[src/rtl/tmds_channel_decoder.sv]
// ---------------------------------------------------------------------------
// tmds_channel_decoder
//
// Receive side of one TMDS channel. Takes 10-bit symbols from a 1:10
// deserializer and recovers control tokens, video bytes and TERC4 nibbles.
// Symbol alignment is found by asking the deserializer to bitslip until runs
// of control tokens appear. Three instances form a full receiver.
//
// Parameters
//   ALIGN_TOKENS   consecutive control tokens that lock or refresh the watchdog
//   SEARCH_TIMEOUT cycles without a qualifying run before a bitslip (searching)
//                  or loss of lock (locked); must exceed one line period
//   SLIP_WAIT      cycles ignored after a bitslip while the deserializer settles
//
// Ports
//   clk          pixel clock (symbol rate), rising edge
//   resetn       asynchronous active-low reset
//   sym_in       raw symbol, bit 0 transmitted first
//   bitslip      one-cycle request to shift the deserializer word boundary
//   locked       alignment achieved
//   de           non-control symbol decoded
//   ctrl         {C1,C0} of the last control token ({VS,HS} on channel 0)
//   data         decoded video byte
//   terc4_valid  symbol is a TERC4 code
//   terc4        decoded TERC4 nibble
//
// Latency sym_in -> de/ctrl/data/terc4* is two cycles.
// ---------------------------------------------------------------------------
module tmds_channel_decoder #(
  parameter int ALIGN_TOKENS   = 8,
  parameter int SEARCH_TIMEOUT = 2048,
  parameter int SLIP_WAIT      = 3
) (
  input  logic       clk,
  input  logic       resetn,
  input  logic [9:0] sym_in,
  output logic       bitslip,
  output logic       locked,
  output logic       de,
  output logic [1:0] ctrl,
  output logic [7:0] data,
  output logic       terc4_valid,
  output logic [3:0] terc4
);

  localparam int RUN_W  = $clog2(ALIGN_TOKENS + 1);
  localparam int TMO_W  = (SEARCH_TIMEOUT > 2) ? $clog2(SEARCH_TIMEOUT) : 1;
  localparam int WAIT_W = (SLIP_WAIT > 1) ? $clog2(SLIP_WAIT) : 1;

  // TERC4 code words, nibble 0 in the least significant slot.
  localparam logic [16*10-1:0] TERC4_CODES = {
    10'h2C3, 10'h163, 10'h271, 10'h28E, 10'h2C6, 10'h19C, 10'h139, 10'h2CC,
    10'h13C, 10'h18E, 10'h11E, 10'h171, 10'h2E2, 10'h2E4, 10'h263, 10'h29C
  };

  typedef enum logic [1:0] {
    ST_SEARCH = 2'd0,
    ST_WAIT   = 2'd1,
    ST_LOCKED = 2'd2
  } state_t;

  // -------------------------------------------------------------------------
  // Stage 1: classify the incoming symbol
  // -------------------------------------------------------------------------
  logic        tok_hit;
  logic [1:0]  tok_val;
  logic [15:0] terc_match;
  logic [3:0]  terc_idx;
  logic        terc_any;

  always_comb begin
    tok_hit = 1'b1;
    tok_val = 2'b00;
    case (sym_in)
      10'h354: tok_val = 2'b00;
      10'h0AB: tok_val = 2'b01;
      10'h154: tok_val = 2'b10;
      10'h2AB: tok_val = 2'b11;
      default: tok_hit = 1'b0;
    endcase
  end

  for (genvar gi = 0; gi < 16; gi++) begin : g_terc4
    assign terc_match[gi] = (sym_in == TERC4_CODES[gi*10 +: 10]);
  end

  // The table entries are distinct, so at most one match bit is set.
  always_comb begin
    terc_idx = 4'd0;
    for (int i = 0; i < 16; i++) begin
      if (terc_match[i]) begin
        terc_idx = 4'(i);
      end
    end
  end

  assign terc_any = |terc_match;

  logic [9:0] s1_sym_reg;
  logic       s1_tok_reg;
  logic [1:0] s1_tok_val_reg;
  logic       s1_terc_reg;
  logic [3:0] s1_terc_idx_reg;

  always_ff @(posedge clk or negedge resetn) begin
    if (!resetn) begin
      s1_sym_reg      <= '0;
      s1_tok_reg      <= 1'b0;
      s1_tok_val_reg  <= '0;
      s1_terc_reg     <= 1'b0;
      s1_terc_idx_reg <= '0;
    end else begin
      s1_sym_reg      <= sym_in;
      s1_tok_reg      <= tok_hit;
      s1_tok_val_reg  <= tok_val;
      s1_terc_reg     <= terc_any;
      s1_terc_idx_reg <= terc_idx;
    end
  end

  // -------------------------------------------------------------------------
  // Video data decode (undo XOR/XNOR chain and optional inversion)
  // -------------------------------------------------------------------------
  logic [7:0] d_pre;
  logic [7:0] data_dec;

  assign d_pre       = s1_sym_reg[9] ? ~s1_sym_reg[7:0] : s1_sym_reg[7:0];
  assign data_dec[0] = d_pre[0];

  for (genvar gi = 1; gi < 8; gi++) begin : g_dec
    assign data_dec[gi] = s1_sym_reg[8] ? (d_pre[gi] ^ d_pre[gi-1])
                                        : ~(d_pre[gi] ^ d_pre[gi-1]);
  end

  // -------------------------------------------------------------------------
  // Alignment FSM with run / timeout / settle counters
  // -------------------------------------------------------------------------
  state_t            state_reg, state_next;
  logic [RUN_W-1:0]  run_reg, run_next, run_step;
  logic [TMO_W-1:0]  tmo_reg, tmo_next;
  logic [WAIT_W-1:0] wait_reg, wait_next;
  logic              bitslip_reg, bitslip_next;
  logic              qualify;
  logic              tmo_expired;
  logic              locked_next;

  // The run counter saturates, so a long token run qualifies only once,
  // on the cycle it first reaches ALIGN_TOKENS.
  always_comb begin
    if (!s1_tok_reg) begin
      run_step = '0;
    end else if (run_reg == RUN_W'(ALIGN_TOKENS)) begin
      run_step = run_reg;
    end else begin
      run_step = run_reg + RUN_W'(1);
    end
  end

  assign qualify     = s1_tok_reg && (run_reg == RUN_W'(ALIGN_TOKENS - 1));
  assign tmo_expired = (tmo_reg == TMO_W'(SEARCH_TIMEOUT - 1));

  always_comb begin
    state_next   = state_reg;
    run_next     = run_reg;
    tmo_next     = tmo_reg;
    wait_next    = wait_reg;
    bitslip_next = 1'b0;

    case (state_reg)
      ST_SEARCH: begin
        run_next = run_step;
        // A qualifying run beats a simultaneous timeout.
        if (qualify) begin
          state_next = ST_LOCKED;
          tmo_next   = '0;
        end else if (tmo_expired) begin
          state_next   = ST_WAIT;
          bitslip_next = 1'b1;
          run_next     = '0;
          tmo_next     = '0;
          wait_next    = '0;
        end else begin
          tmo_next = tmo_reg + TMO_W'(1);
        end
      end

      ST_WAIT: begin
        // Symbols are ignored while the deserializer re-frames.
        run_next = '0;
        tmo_next = '0;
        if (wait_reg == WAIT_W'(SLIP_WAIT - 1)) begin
          state_next = ST_SEARCH;
          wait_next  = '0;
        end else begin
          wait_next = wait_reg + WAIT_W'(1);
        end
      end

      ST_LOCKED: begin
        run_next = run_step;
        if (qualify) begin
          tmo_next = '0;
        end else if (tmo_expired) begin
          // Losing lock goes straight back to searching; no slip here.
          state_next = ST_SEARCH;
          run_next   = '0;
          tmo_next   = '0;
        end else begin
          tmo_next = tmo_reg + TMO_W'(1);
        end
      end

      default: begin
        state_next = ST_SEARCH;
        run_next   = '0;
        tmo_next   = '0;
        wait_next  = '0;
      end
    endcase
  end

  assign locked_next = (state_next == ST_LOCKED);

  always_ff @(posedge clk or negedge resetn) begin
    if (!resetn) begin
      state_reg   <= ST_SEARCH;
      run_reg     <= '0;
      tmo_reg     <= '0;
      wait_reg    <= '0;
      bitslip_reg <= 1'b0;
    end else begin
      state_reg   <= state_next;
      run_reg     <= run_next;
      tmo_reg     <= tmo_next;
      wait_reg    <= wait_next;
      bitslip_reg <= bitslip_next;
    end
  end

  // -------------------------------------------------------------------------
  // Stage 2: decoded outputs
  // Gated with the lock state being entered on this edge, so lock rises
  // together with the token that completes the run.
  // -------------------------------------------------------------------------
  logic       locked_reg;
  logic       de_reg, de_next;
  logic [1:0] ctrl_reg, ctrl_next;
  logic [7:0] data_reg, data_next;
  logic       terc4_valid_reg, terc4_valid_next;
  logic [3:0] terc4_reg, terc4_next;

  always_comb begin
    ctrl_next        = ctrl_reg;
    de_next          = 1'b0;
    data_next        = '0;
    terc4_valid_next = 1'b0;
    terc4_next       = '0;
    if (locked_next) begin
      if (s1_tok_reg) begin
        ctrl_next = s1_tok_val_reg;
      end else begin
        de_next          = 1'b1;
        data_next        = data_dec;
        terc4_valid_next = s1_terc_reg;
        terc4_next       = s1_terc_idx_reg;
      end
    end
  end

  always_ff @(posedge clk or negedge resetn) begin
    if (!resetn) begin
      locked_reg      <= 1'b0;
      de_reg          <= 1'b0;
      ctrl_reg        <= '0;
      data_reg        <= '0;
      terc4_valid_reg <= 1'b0;
      terc4_reg       <= '0;
    end else begin
      locked_reg      <= locked_next;
      de_reg          <= de_next;
      ctrl_reg        <= ctrl_next;
      data_reg        <= data_next;
      terc4_valid_reg <= terc4_valid_next;
      terc4_reg       <= terc4_next;
    end
  end

  assign bitslip     = bitslip_reg;
  assign locked      = locked_reg;
  assign de          = de_reg;
  assign ctrl        = ctrl_reg;
  assign data        = data_reg;
  assign terc4_valid = terc4_valid_reg;
  assign terc4       = terc4_reg;

endmodule

[config.mk]
export PLATFORM = sky130hd
export DESIGN_NAME = tmds_channel_decoder
export DESIGN_NICKNAME = d
export VERILOG_FILES = /design/src/rtl/tmds_channel_decoder.sv
export SDC_FILE = /design/constraint.sdc
export NUM_CORES = 1
export LEC_CHECK = 0
export BUFFER_PORTS_ARGS = -buffer_cell sky130_fd_sc_hd__buf_2
export CORE_ASPECT_RATIO = 1.1
export CORE_UTILIZATION = 61
export DETAILED_ROUTE_END_ITERATION = 10
export HOLD_SLACK_MARGIN = 0.02
export PLACE_DENSITY = 0.83
export SLEW_MARGIN = 15
export SYNTH_ARGS = -nofsm -noshare
export SYNTH_HDL_FRONTEND = slang
export SYNTH_SLANG_ARGS = --single-unit
[constraint.sdc]
create_clock -name clk -period 5 [get_ports clk]
set_input_delay 0 -clock clk [delete_from_list [all_inputs] [get_ports clk]]
set_output_delay 0 -clock clk [all_outputs]
set_load 0.005 [all_outputs]
== Word level (Yosys, flattened, before mapping) ==
Index checks and enable logic that the tools add are counted.
Widths: inputs -> output; s select.

* $add $sub $neg: 3
* Multiply operators: 0
* Div/mod/pow operators: 0
* $lt $le $gt $ge: 0
* Eq/ne operators: 29
* Shifts and indexed selects: 0
* Mux-type cells: 54
* Bitwise operators: 16
* Reduce and logical (&&, ||, !) cells: 7

{| class="wikitable"
|+ Operators by type and width
! kind !! number
|-
| $eq 10x10->1 const B || 11
|-
| $mux 4 || 21
|-
| $eq 10x9->1 const B || 8
|-
| $mux 11 || 3
|-
| $mux 8 || 3
|-
| $pmux 2 s3 || 3
|-
| $mux 1 || 16
|-
| $mux 2 || 8
|-
| $reduce_or 16->1 || 1
|-
| $add 11x1->11 const B || 1
|-
| $eq 11x11->1 const B || 1
|-
| $eq 10x8->1 const B || 1
|-
| $not 1->1 || 8
|-
| $not 8->8 || 1
|-
| $xor 1x1->1 || 7
|-
| $eq 2x2->1 const B || 3
|-
| $add 4x1->4 const B || 1
|-
| $eq 4x3->1 const B || 1
|-
| $eq 4x4->1 const B || 1
|-
| $ne 2x2->1 const B || 2
|-
| $reduce_or 4->1 || 1
|-
| $reduce_and 3->1 || 1
|-
| $add 2x1->2 const B || 1
|-
| $eq 2x1->1 const B || 1
|-
| other kinds (4) || 4
|}

* Register bits after elaboration: 55
* Bits in latches: 0
* Memory bits (writable): 0
* Bits in read-only memories: 0
* Input bits: 12
* Output and inout bits: 18
* Memories: 0

== Longest topological paths before layout ==
* Word-level depth: 16
* Depth in mapped cells: 6

== Worst setup path before layout ==
No wires, ideal clock.

* Path kind: reg2reg
* From: register tmo_reg[0]
* To: register ctrl_reg[0] (netlist: ctrl[0])
* Library setup time: 128 ps
* Arrival: 1615 ps
* Required time: 4872 ps
* Slack: 3258 ps
* Stages on the path, launching flop included: 7
* Path through: dfrtp_1 ha_1 and4_1 nand4_4 a21oi_2 nor3b_2 mux2_1

* Longest elaborated chain between the ends: 6
* Elaborated cells on any way between the ends: 8

{| class="wikitable"
|+ Ends and longest elaborated chain
! item !! line !! source
|-
| start, declared || 140 || <nowiki>logic [TMO_W-1:0] tmo_reg, tmo_next;</nowiki>
|-
| start signal, assigned || 234 || <nowiki>tmo_reg <= tmo_next;</nowiki>
|-
| $eq 11x11->1 (*) || 160 || <nowiki>assign tmo_expired = (tmo_reg == TMO_W'(SEARCH_TIMEOUT - 1));</nowiki>
|-
| $mux 2 (on tied branches) || 203, 176 ||
|-
| $mux 2 (on tied branches) || 201, 173 ||
|-
| $pmux 2 s3 (*) || 169 || <nowiki>case (state_reg)</nowiki>
|-
| $eq 2x2->1 (*) || 222 || <nowiki>assign locked_next = (state_next == ST_LOCKED);</nowiki>
|-
| $reduce_and 2->1 (no source line) (*) || -- ||
|-
| end signal, assigned || 281 || <nowiki>ctrl_reg <= ctrl_next;</nowiki>
|-
| end, declared || 247 || <nowiki>logic [1:0] ctrl_reg, ctrl_next;</nowiki>
|}

Mark *: on every way between the ends. The rest lies on a longest branch, timed or not.
A chain may end at the register's enable or synchronous reset.

== Worst setup path after layout ==
* From: register tmo_reg[0]
* To: register ctrl_reg[1] (netlist: ctrl[1])

Same word-level chain as after synthesis.

==> run summary <==
For the worst setup path, the data arrival time is 2.10 ns. The run gives 0 as the final-report hold violation count. Initial antenna violation count: 0.

Total of buffers placed on input and output ports: 29. For the synthesis warning total, the log shows 0. The logs give 5 for the number of buffers created by CTS and 251 for the number of fill cells in the layout. The run gives 0 as the buffer count from post-CTS setup fixing. Derived from the worst setup path, the maximum achievable clock frequency is 524.8 MHz. IR analysis of the VDD net gives a maximum drop of 157.8 µV. The first global-routing pass estimated 7.245 mm of wire. The number of placement rows came out at 23. The most common cell in the synthesized netlist is dfrtp_1.

Largest stage delay on the critical path: 0.44 ns. The peak fanout along the critical path was 6; the count of state elements after synthesis was 55. In the finished design, the share of the clock period the worst path needs comes to 38.11%.

The number of global-route vias before repair is 1577, and the H-tree depth is 2. The die covers 4318 µm². TritonCTS built the clock tree.

The clock reaches the later pin of the worst-skew pair after 0.30 ns. Multiplexer cells account for 1.364% of the synthesized area. Portion of the post-synthesis area used by sequential elements: 55.58%. In the synthesized netlist, the cells that appear most often are 55 x dfrtp_1, 32 x nor2_1, 16 x nand3_1. In the post-synthesis netlist, the biggest area contributors are dfrtp_1 56%, xnor2_1 5.3%, nor2_1 4.9%, nand3_1 3.2%, xor2_1 3.2%. The run gives 0 as the final routed DRC violation total. The startpoint identified for the worst register-to-register timing path is tmo_reg[0]$_DFF_PN0_.

Setup violations remaining at the end of the flow were counted as 0. The setup path with the least slack is of type reg2reg. In this run the cell area measured after placement is 2661 µm².

After detailed routing, the number of vias per cell comes to 5.618. In the synthesized netlist the dominant register cell turns out to be dfrtp_1. After layout, the worst setup slack is 3.095 ns. The die is 62.75 µm wide.

The flip-flop count of the largest register after layout is 11, and the final critical-path required period is 1.905 ns. In the final design database the tool counted 281 nets. The synthesized netlist devotes 26.33% of its cell area to simple gates. The endpoint identified for the worst register-to-register timing path is ctrl[1]$_DFFE_PN0P_.

Summing every instance area after synthesis gives 2476 µm². The detailed router placed 1781 vias in this run. The portion of synthesized cell area occupied by the leading cell type came out at 55.58%. Launching element of the worst setup path: tmo_reg[0]$_DFF_PN0_. The clock tree buffer depth was 2. STA classifies the critical path endpoint as a register.

The required arrival time at the worst endpoint came out at 5.19 ns. The detailed-placement wirelength estimate is 3.053 mm, and the detail-routed net length per standard cell is 14.18 µm. Setup repair after global routing left no endpoint under its margin.

After Yosys synthesis, XOR and XNOR cells account for 8.489% of the synthesized area. Measured against its own limit, the worst slew margin works out to 56.50%. 0 antenna diodes ended up in the layout. For this block, the routed nets add up to 4.496 mm of wire.

Global routing used 22.46% of the available tracks across all layers. The critical path ends at ctrl[1]$_DFFE_PN0P_. Synthesis produced a netlist with a net count of 239. The final weighted congestion in routability-driven placement came out at 0.8931. The tools report the type of element launching the critical path as a register. The transition time of the tightest slew-check pin is 0.6526 ns, and the worst reg2reg path depth is 6. The clock arrives with 0.009309 ns of skew. The cell type of the slowest stage on the worst timing path is dfrtp_1.

The flow ran to the end, and the final reports show no timing, DRC or antenna violations. The initial utilization of the core area, before any placement, comes to 65.68%. The most area-hungry cell type in the Yosys netlist was dfrtp_1.

The setup check on the worst reg-to-reg path leaves a slack of 3.09 ns. Number of violations reported at the end of detailed-routing iteration 0: 194. The synthesized netlist devotes 4.447% of its cell area to compound gates.

Counting every instance in the synthesized netlist gives 224. The count of final max-slew check failures came out at 0. For this design the static power due to leakage is 1.418 nW. The total negative slack for setup checks is 0 ns. After clock tree synthesis, the clock-pin slew on the worst setup and hold paths is 0.09 ns. Vertical die dimension: 68.82 µm.

The run gives 0.3479 ns as the worst slack on hold paths. The clock root buffer master is clkbuf_8. The adder-cell area share of the yosys netlist was 1.516%; the global-route congestion overflow total was 0. The main combinational cell family by area after synthesis was simple AND/OR/NAND/NOR gates. The tool flagged a number of max-cap violations equal to 0. In this run, distinct cell masters in the synthesized netlist total 45. The remaining antenna violation count is 0, and the proportion of register bits with asynchronous set or reset after synthesis is 100.0%. Cells fill 76.17% of the core in the end. Cells with a size suffix above 1 make up 16.85% of the layout. The number of iterations in the first detailed-routing pass was 4. The min-delay analysis places its worst path in the category in2async. For this design the top-level I/O count stands at 30. After synthesis, the mean cell area works out to 11.05 µm². Power spread over the standard cell area amounts to 265.8 nW/µm². At the placement stage, the worst setup path has a slack of 3.123 ns. The finished cells cover 2872 µm². The number of flops mapped to enable cells by yosys was 0; the area added between synthesis and finish was 15.97%.

Traced cell by cell, the critical path runs through ha_1 -> and4_1 -> nand4_4 -> a21oi_2 -> nor3b_2 -> mux2_1. The tools report the number of sinks on the clock net as 55. Entering global routing, the biggest net connects 56 pins. The area of the placeable core is 3770 µm².
==> cells in the final DEF (no fill, tap or decap), drive strengths merged, types with 4 or more instances in the layout <==
cell         instances
nand3               17
dfrtp               55
and3b                4
inv                  7
nand2b               4
xor2                 9
nor3b                7
buf                 30
dlygate4sd3         11
nor2                32
clkbuf               8
xnor2               15
nand4                8
a21oi                7
nand2                8
and2                 6
==> logic make-up after synthesis <==
kind of cell | Yosys count
buffers and inverters | 13
DFF | 55
and+or+nand+nor | 110
AOI/OAI and AO/OA | 16
xor gates and xnor gates | 24
adders and majority gates | 3
muxes | 3
==> how the worst min path moves through the flow <==
| stage | start | to |
|---|---|---|
| floorplan | resetn | bitslip$_DFF_PN0_ |
| global placement | resetn | data[4]$_DFF_PN0_ |
| detailed placement | resetn | data[3]$_DFF_PN0_ |
| CTS | resetn | wait_reg[0]$_DFFE_PN0P_ |
| global route | resetn | data[5]$_DFF_PN0_ |
| finish | resetn | data[5]$_DFF_PN0_ |
==> report_power, final <==
part	total (mW)	switching [mW]	internal, mW
sequential	0.453	0.00370	0.449
combinational	0.0536	0.0298	0.0237
clock	0.257	0.130	0.127
total	0.763	0.164	0.599
==> cell type report <==
cell class	count	area [µm²]	share of cell area, %
inverter	7	26.28	0.9150
tap	50	62.56	2.179
clock buffer	8	100.1	3.486
multi-input combinational	156	1044	36.34
timing repair buffer	41	262.8	9.150
sequential	55	1376	47.93
==> critical path, delay by kind of cell (launching register included) <==
| family | cells | cell delay, ns |
|---|---|---|
| mux | 1 | 0.31 |
| compound gates | 1 | 0.22 |
| fa+ha+maj | 1 | 0.30 |
| flops | 1 | 0.44 |
| simple gates | 3 | 0.52 |
==> routing by layer <==
layer / part of all wire (%) / GRT usage (%)
met3: 5.8 / 4.605
met1: 45 / 29.64
met5: 0 / 0
met4: 2.0 / 10.17
met2: 47 / 36.41
==> per-stage QoR <==
stage,cells,power (mW)
2_1_floorplan,224,0.4860
3_3_place_gp,298,0.5070
3_5_place_dp,298,0.5083
4_1_cts,317,0.7680
5_1_grt,317,0.7905
6_report,317,0.7632
==> repair_timing <==
item,CTS,global route
hold endpoints to repair,66,0
gates resized for setup,0,0
hold buffers,11,0
Power figures use the tool's default switching activity.
